`src/rtl/border_pkg.sv`:
```
// border_pkg: shared pixel type, FSM states and threshold compares for stream_border_detect
package border_pkg;
    localparam int PIX_BITS = 8;
    typedef logic [PIX_BITS-1:0] pix_t;
    typedef enum logic [1:0] {FILL, RUN, FLUSH} state_e;
    function automatic logic is_fg(input logic [31:0] p, input logic [31:0] thr);
        return p > thr;
    endfunction
    function automatic logic is_bg(input logic [31:0] p, input logic [31:0] thr);
        return p < thr;
    endfunction
endpackage

```
`src/rtl/line_buffer.sv`:
```
// line_buffer: DEPTH-entry delay line, advancing one slot per enabled cycle
module line_buffer #(
    parameter int DEPTH = 9,
    parameter int WIDTH = 8
) (
    input  logic             clk,
    input  logic             en,
    input  logic [WIDTH-1:0] d,
    output logic [WIDTH-1:0] q
);
    logic [DEPTH-1:0][WIDTH-1:0] mem;
    always_ff @(posedge clk)
        if (en) mem <= {mem[DEPTH-2:0], d};
    assign q = mem[DEPTH-1];
endmodule

```
`src/rtl/stream_border_detect.sv`:
```
// stream_border_detect: streaming 3x3 border detector over valid/ready pixels
// Optional EDGE_COUNT_EN adds a per-frame count of non-zero output pixels.
module stream_border_detect
    import border_pkg::*;
#(
    parameter int          IMG_W  = 9,
    parameter int          IMG_H  = 9,
    parameter int          PIX_W  = 8,
    parameter int unsigned THRESH = 127
) (
    input  logic             clk,
    input  logic             rst_n,
    input  logic             in_valid,
    output logic             in_ready,
    input  logic [PIX_W-1:0] in_pixel,
    output logic             out_valid,
    input  logic             out_ready,
    output logic [PIX_W-1:0] out_pixel,
    output logic             out_last
`ifdef EDGE_COUNT_EN
    ,
    output logic [$clog2(IMG_W*IMG_H+1)-1:0] edge_count,
    output logic                             count_valid
`endif
);
    localparam int CW = $clog2(IMG_W);
    localparam int RW = $clog2(IMG_H);
    localparam int FW = $clog2(IMG_W + 2);
    localparam logic [PIX_W-1:0] TH = PIX_W'(THRESH);
    localparam logic [CW-1:0] COL_MAX = CW'(IMG_W - 1);
    localparam logic [RW-1:0] ROW_MAX = RW'(IMG_H - 1);

    state_e state, state_nx;
    logic [CW-1:0] col;
    logic [RW-1:0] row;
    logic [FW-1:0] fcnt;
    logic up, free, in_xfer, out_xfer, load_flush, border, bg_any;
    logic [PIX_W-1:0] lb0_q, lb1_q, t1, m1, b1, t2, m2, b2, result;
    logic [7:0][PIX_W-1:0] nb;

    line_buffer #(.DEPTH(IMG_W), .WIDTH(PIX_W)) u_lb0 (.clk(clk), .en(in_xfer), .d(in_pixel), .q(lb0_q));
    line_buffer #(.DEPTH(IMG_W), .WIDTH(PIX_W)) u_lb1 (.clk(clk), .en(in_xfer), .d(lb0_q), .q(lb1_q));

    assign free       = !out_valid || out_ready;
    assign in_ready   = up && (state == FILL || (state == RUN && free));
    assign in_xfer    = in_valid && in_ready;
    assign out_xfer   = out_valid && out_ready;
    assign load_flush = state == FLUSH && fcnt != FW'(IMG_W + 1) && free;

    // Column 0 is the live column (in_pixel and both line-buffer taps); m1 is the centre.
    always_ff @(posedge clk)
        if (in_xfer) {t2, m2, b2, t1, m1, b1} <= {t1, m1, b1, lb1_q, lb0_q, in_pixel};

    assign nb = {t2, m2, b2, t1, b1, lb1_q, lb0_q, in_pixel};
    // Centre sits one column and one row behind the input, so it is on the border exactly when col<2 or row<2.
    assign border = col < CW'(2) || row < RW'(2);

    always_comb begin
        bg_any = 1'b0;
        for (int k = 0; k < 8; k++) bg_any = bg_any | is_bg(32'(nb[k]), 32'(TH));
        result = (!border && bg_any && is_fg(32'(m1), 32'(TH))) ? m1 : '0;
    end

    always_comb begin
        state_nx = state;
        if (state == FILL && in_xfer && row == RW'(1) && col == '0) state_nx = RUN;
        if (state == RUN && in_xfer && row == ROW_MAX && col == COL_MAX) state_nx = FLUSH;
        if (state == FLUSH && out_xfer && out_last) state_nx = FILL;
    end

    always_ff @(posedge clk or negedge rst_n) begin
        if (!rst_n) begin
            state     <= FILL;
            col       <= '0;
            row       <= '0;
            fcnt      <= '0;
            up        <= 1'b0;
            out_valid <= 1'b0;
            out_pixel <= '0;
            out_last  <= 1'b0;
        end else begin
            up    <= 1'b1;
            state <= state_nx;
            if (in_xfer) begin
                col <= col == COL_MAX ? '0 : col + 1'b1;
                if (col == COL_MAX) row <= row == ROW_MAX ? '0 : row + 1'b1;
            end
            fcnt <= state == FLUSH ? fcnt + FW'(load_flush) : '0;
            if (state == RUN && in_xfer) begin
                out_valid <= 1'b1;
                out_pixel <= result;
                out_last  <= 1'b0;
            end else if (load_flush) begin
                out_valid <= 1'b1;
                out_pixel <= '0;
                out_last  <= fcnt == FW'(IMG_W);
            end else if (out_xfer) begin
                out_valid <= 1'b0;
                out_last  <= 1'b0;
            end
        end
    end

`ifdef EDGE_COUNT_EN
    localparam int EW = $clog2(IMG_W*IMG_H+1);
    // The final beat is always a border zero, so the register already holds the total on it.
    always_ff @(posedge clk or negedge rst_n)
        if (!rst_n) edge_count <= '0;
        else if (out_xfer) edge_count <= out_last ? '0 : edge_count + EW'(out_pixel != '0);
    assign count_valid = out_xfer && out_last;
`endif
endmodule

```
`config.mk`:
```
export PLATFORM = sky130hd
export DESIGN_NAME = stream_border_detect
export DESIGN_NICKNAME = d
export VERILOG_FILES = /design/src/rtl/border_pkg.sv /design/src/rtl/line_buffer.sv /design/src/rtl/stream_border_detect.sv
export SDC_FILE = /design/constraint.sdc
export NUM_CORES = 1
export LEC_CHECK = 0
export CAP_MARGIN = 0
export CORE_UTILIZATION = 56
export CTS_BUF_LIST = sky130_fd_sc_hd__clkbuf_4
export DETAILED_ROUTE_END_ITERATION = 6
export PLACE_DENSITY_LB_ADDON = 0.15
export SLEW_MARGIN = 20
export SYNTH_ARGS = -nofsm -noshare
export SYNTH_HDL_FRONTEND = slang
export SYNTH_SLANG_ARGS = --single-unit
```
`constraint.sdc`:
```
create_clock -name clk -period 3.55 [get_ports clk]
set_input_delay 0.71 -clock clk [delete_from_list [all_inputs] [get_ports clk]]
set_output_delay 0.71 -clock clk [all_outputs]
set_load 0.05 [all_outputs]
```
==> summary.md <==
| Metric | Value |
|---|---|
| Max_slew headroom | 58.60% |
| Layout Utilization | 66.10% |
| Clock root cell | clkbuf_4 |
| Final worst setup slack | 0.5617 ns |
| Reg2reg path depth | 5 |
| Final setup vio count | 0 |
| Avg WL per Cell | 16.79 µm |
| Setup TNS | 0 ns |
| Die Y | 107.0 µm |
| Metal-1 WL | 3.794 mm |
| I/O Buffers | 22 |
| Clock tree from TritonCTS | yes |
| Initial Util | 58.73% |
| Place WS | 0.5483 ns |
| Final Slew Violations | 0 |
| Ys Warns | 0 |
| Commonest non-fill, non-tap cell in the layout | edfxtp_1 |
| Post-Synthesis Cells | 291 |
| Row count | 37 |
| Gr usage total | 16.32% |
| Clock tree buffer depth | 2 |
| Routed wl met3 | 269 µm |
| Type of the worst min-delay path | reg -> reg |
| Die area | 11450 µm² |
| Period utilization | 84.18% |
| CTS resizes | 0 |
| Highest-delay cell along the critical path | clkdlybuf4s50_1 |
| Max layer used | met4 |
| PwrDens | 654.0 nW/µm² |
| # IOs | 23 |
| Syn avg cell area | 21.21 µm² |
| Synth Register Bits | 185 |
| Clk slew on worst S/H paths | 0.13 ns |
| Peak supply drop | 459.8 µV |
| Least-Margin Pin Slew | 0.6210 ns |
| Reg2Reg Setup Slack | 1.52 ns |
| Startpoint types | primary input |
| Main synth FF type | edfxtp_1 |
| Post-route insts no fill | 483 |
| Largest net degree at the start of global routing | 66 |
| CORE AREA | 10510 µm² |
| DPL Wire Length | 4.895 mm |
| Crit-path max cell delay | 0.81 ns |
| Critical path cell sequence | clkdlybuf4s50_1, nor2b_4, a21oi_1, clkdlybuf4s50_1 |
| Layout cells sized above 1 | 11.53% |
| Crit path required time | 2.84 ns |
| CTS sink cnt | 185 |
| Overall power | 4.543 mW |
| Hold path startpoint | u_lb0.mem[51] |
| Area grow syn2layout | 12.55% |
| Via-to-Cell Ratio | 5.393 |
| Status | finished clean |
| Cell area after synthesis | 6172 µm² |
| Max FO, Critical Path | 4 |
| TritonCTS Buffers | 17 |
| First-pass DRT Iterations | 4 |
| Grt total ovfl | 0 |
| Share of flip-flops with an asynchronous set or reset | 13.51% |
| Worst Path Arrival | 2.28 ns |
| Hold Path End | u_lb0.mem[59] |
| Dpl cells | 451 |
| Antenna violations before repair | 0 |
| RD Place Congestion | 0.7023 |
| Worst reg2reg startpoint | state[1] |
| Lkg Pwr | 2.411 nW |
| Final min period | 2.988 ns |
| Final hold vios | 0 |
| Via count | 2605 |
| Post-CTS setup buffers | 0 |
| Hold-fix buffers, CTS | 0 |
| Crit. End Element | output pin |
| Nets@finish | 353 |
| CP dominant cell by count | clkdlybuf4s50_1 |
| Routed wl met2 | 3.913 mm |
| RR Endpoint | row[3] |
| Register area share after synthesis | 87.98% |
| Hold Path Depth | 0 |
| ANT nets after route | 0 |
| Count of cell types in the netlist | 35 |
| Vias in the first global route | 2591 |
| Post-synth EDFFs | 160 |
| WS Path Type | in -> out |
| H-tree depth | 4 |
| Die W | 107.0 µm |
| Initial drt markers | 140 |
| Mapped Nets | 310 |
| DRC | 0 |
| Layout Skew | 0.01309 ns |
| Most frequent cells in the layout | edfxtp_1, dfrtp_1, clkdlybuf4s50_1 |
| Max-cap violations | 0 |
| Post-Route WL | 8.108 mm |
| Maximum clock frequency | 0.3346 GHz |
| Worst-Skew Late Latency | 0.52 ns |
| Global-route wire length before repair | 13.25 mm |
| RSZ-0062 raised after global routing | no |
| Antenna Cells | 0 |
report_power, final:
part	switching (mW)	total [mW]	internal, mW
combinational	0.365	0.577	0.213
sequential	0.134	2.70	2.57
clock	0.623	1.27	0.643
total	1.12	4.54	3.42
Yosys cell counts, types with 2 or more instances:
cell type / number / share of area [%]
a41oi_1: 8 / 1.1
xnor2_1: 3 / 0.43
and3_1: 2 / 0.20
nor4_1: 2 / 0.20
a22o_1: 7 / 0.99
nor3_1: 2 / 0.16
edfxtp_1: 160 / 78
ha_1: 7 / 1.4
nor4bb_1: 2 / 0.32
o21ai_0: 6 / 0.49
nand2_1: 12 / 0.73
and4_1: 9 / 1.3
dfrtp_1: 25 / 10
nand4_1: 3 / 0.30
nor2_1: 8 / 0.49
buf_2: 2 / 0.16
a21oi_1: 7 / 0.57
nor4b_1: 2 / 0.28
inv_1: 7 / 0.43
a21o_1: 2 / 0.24
per-stage QoR:
stage,area [µm²],hold slack (ns)
after global placement,6615,0.4008
after detailed placement,6615,0.4045
after floorplan,6175,0.4003
final,6947,0.4235
after CTS,6947,0.4251
after global routing,6947,0.4293
area by class of cell:
cell class / instances / area [µm²]
clock buffers: 20 / 150.1
well taps: 136 / 170.2
flip-flops and latches: 185 / 5430
clock inverters: 12 / 181.4
fillers: 690 / 3562
inverters: 7 / 26.28
repair buffers: 27 / 282.8
multi-input cells: 96 / 705.7
registers in the layout, summed over array words and instances (netlist names):
name and count:
fcnt 4, u_lb1.mem 56, out_pixel 8, row 4, u_lb1.q 8, t2 8, b1 8, u_lb0.mem 56
u_lb0.q 8, m1 8, up 1, state 2, out_last 1, out_valid 1, t1 8, col 4
critical path, delay by kind of cell:
kind	cells	cell delay, ns
simple gates	1	0.08
compound gates	1	0.14
buf+inv	2	1.35
cell families after synthesis:
logic type	Yosys count	synth area share (%)
flip-flops	185	87.98
AND/OR/NAND/NOR	47	4.723
AO/OA/AOI/OAI	35	4.196
buffers and inverters	10	0.7096
adder cells (fa/ha/maj)	7	1.419
XOR/XNOR	4	0.5677
multiplexers	2	0.3446
other	1	0.06076
routing by layer:
metal	GRT usage, %	vias to the layer above
li1	-	1241
met1	22.07	1315
met2	24.79	39
met3	4.924	10
met4	7.339	0
met5	0	-
worst max-delay path by stage:
stage                   end      start  slack, ns
2_1_floorplan  out_pixel[0]  out_valid       0.64
3_3_place_gp       in_ready  out_ready       0.55
3_5_place_dp       in_ready  out_ready       0.55
4_1_cts            in_ready  out_ready       0.55
5_1_grt            in_ready  out_ready       0.46
6_report           in_ready  out_ready       0.56
No activity file was read; power rests on OpenSTA's default activity.
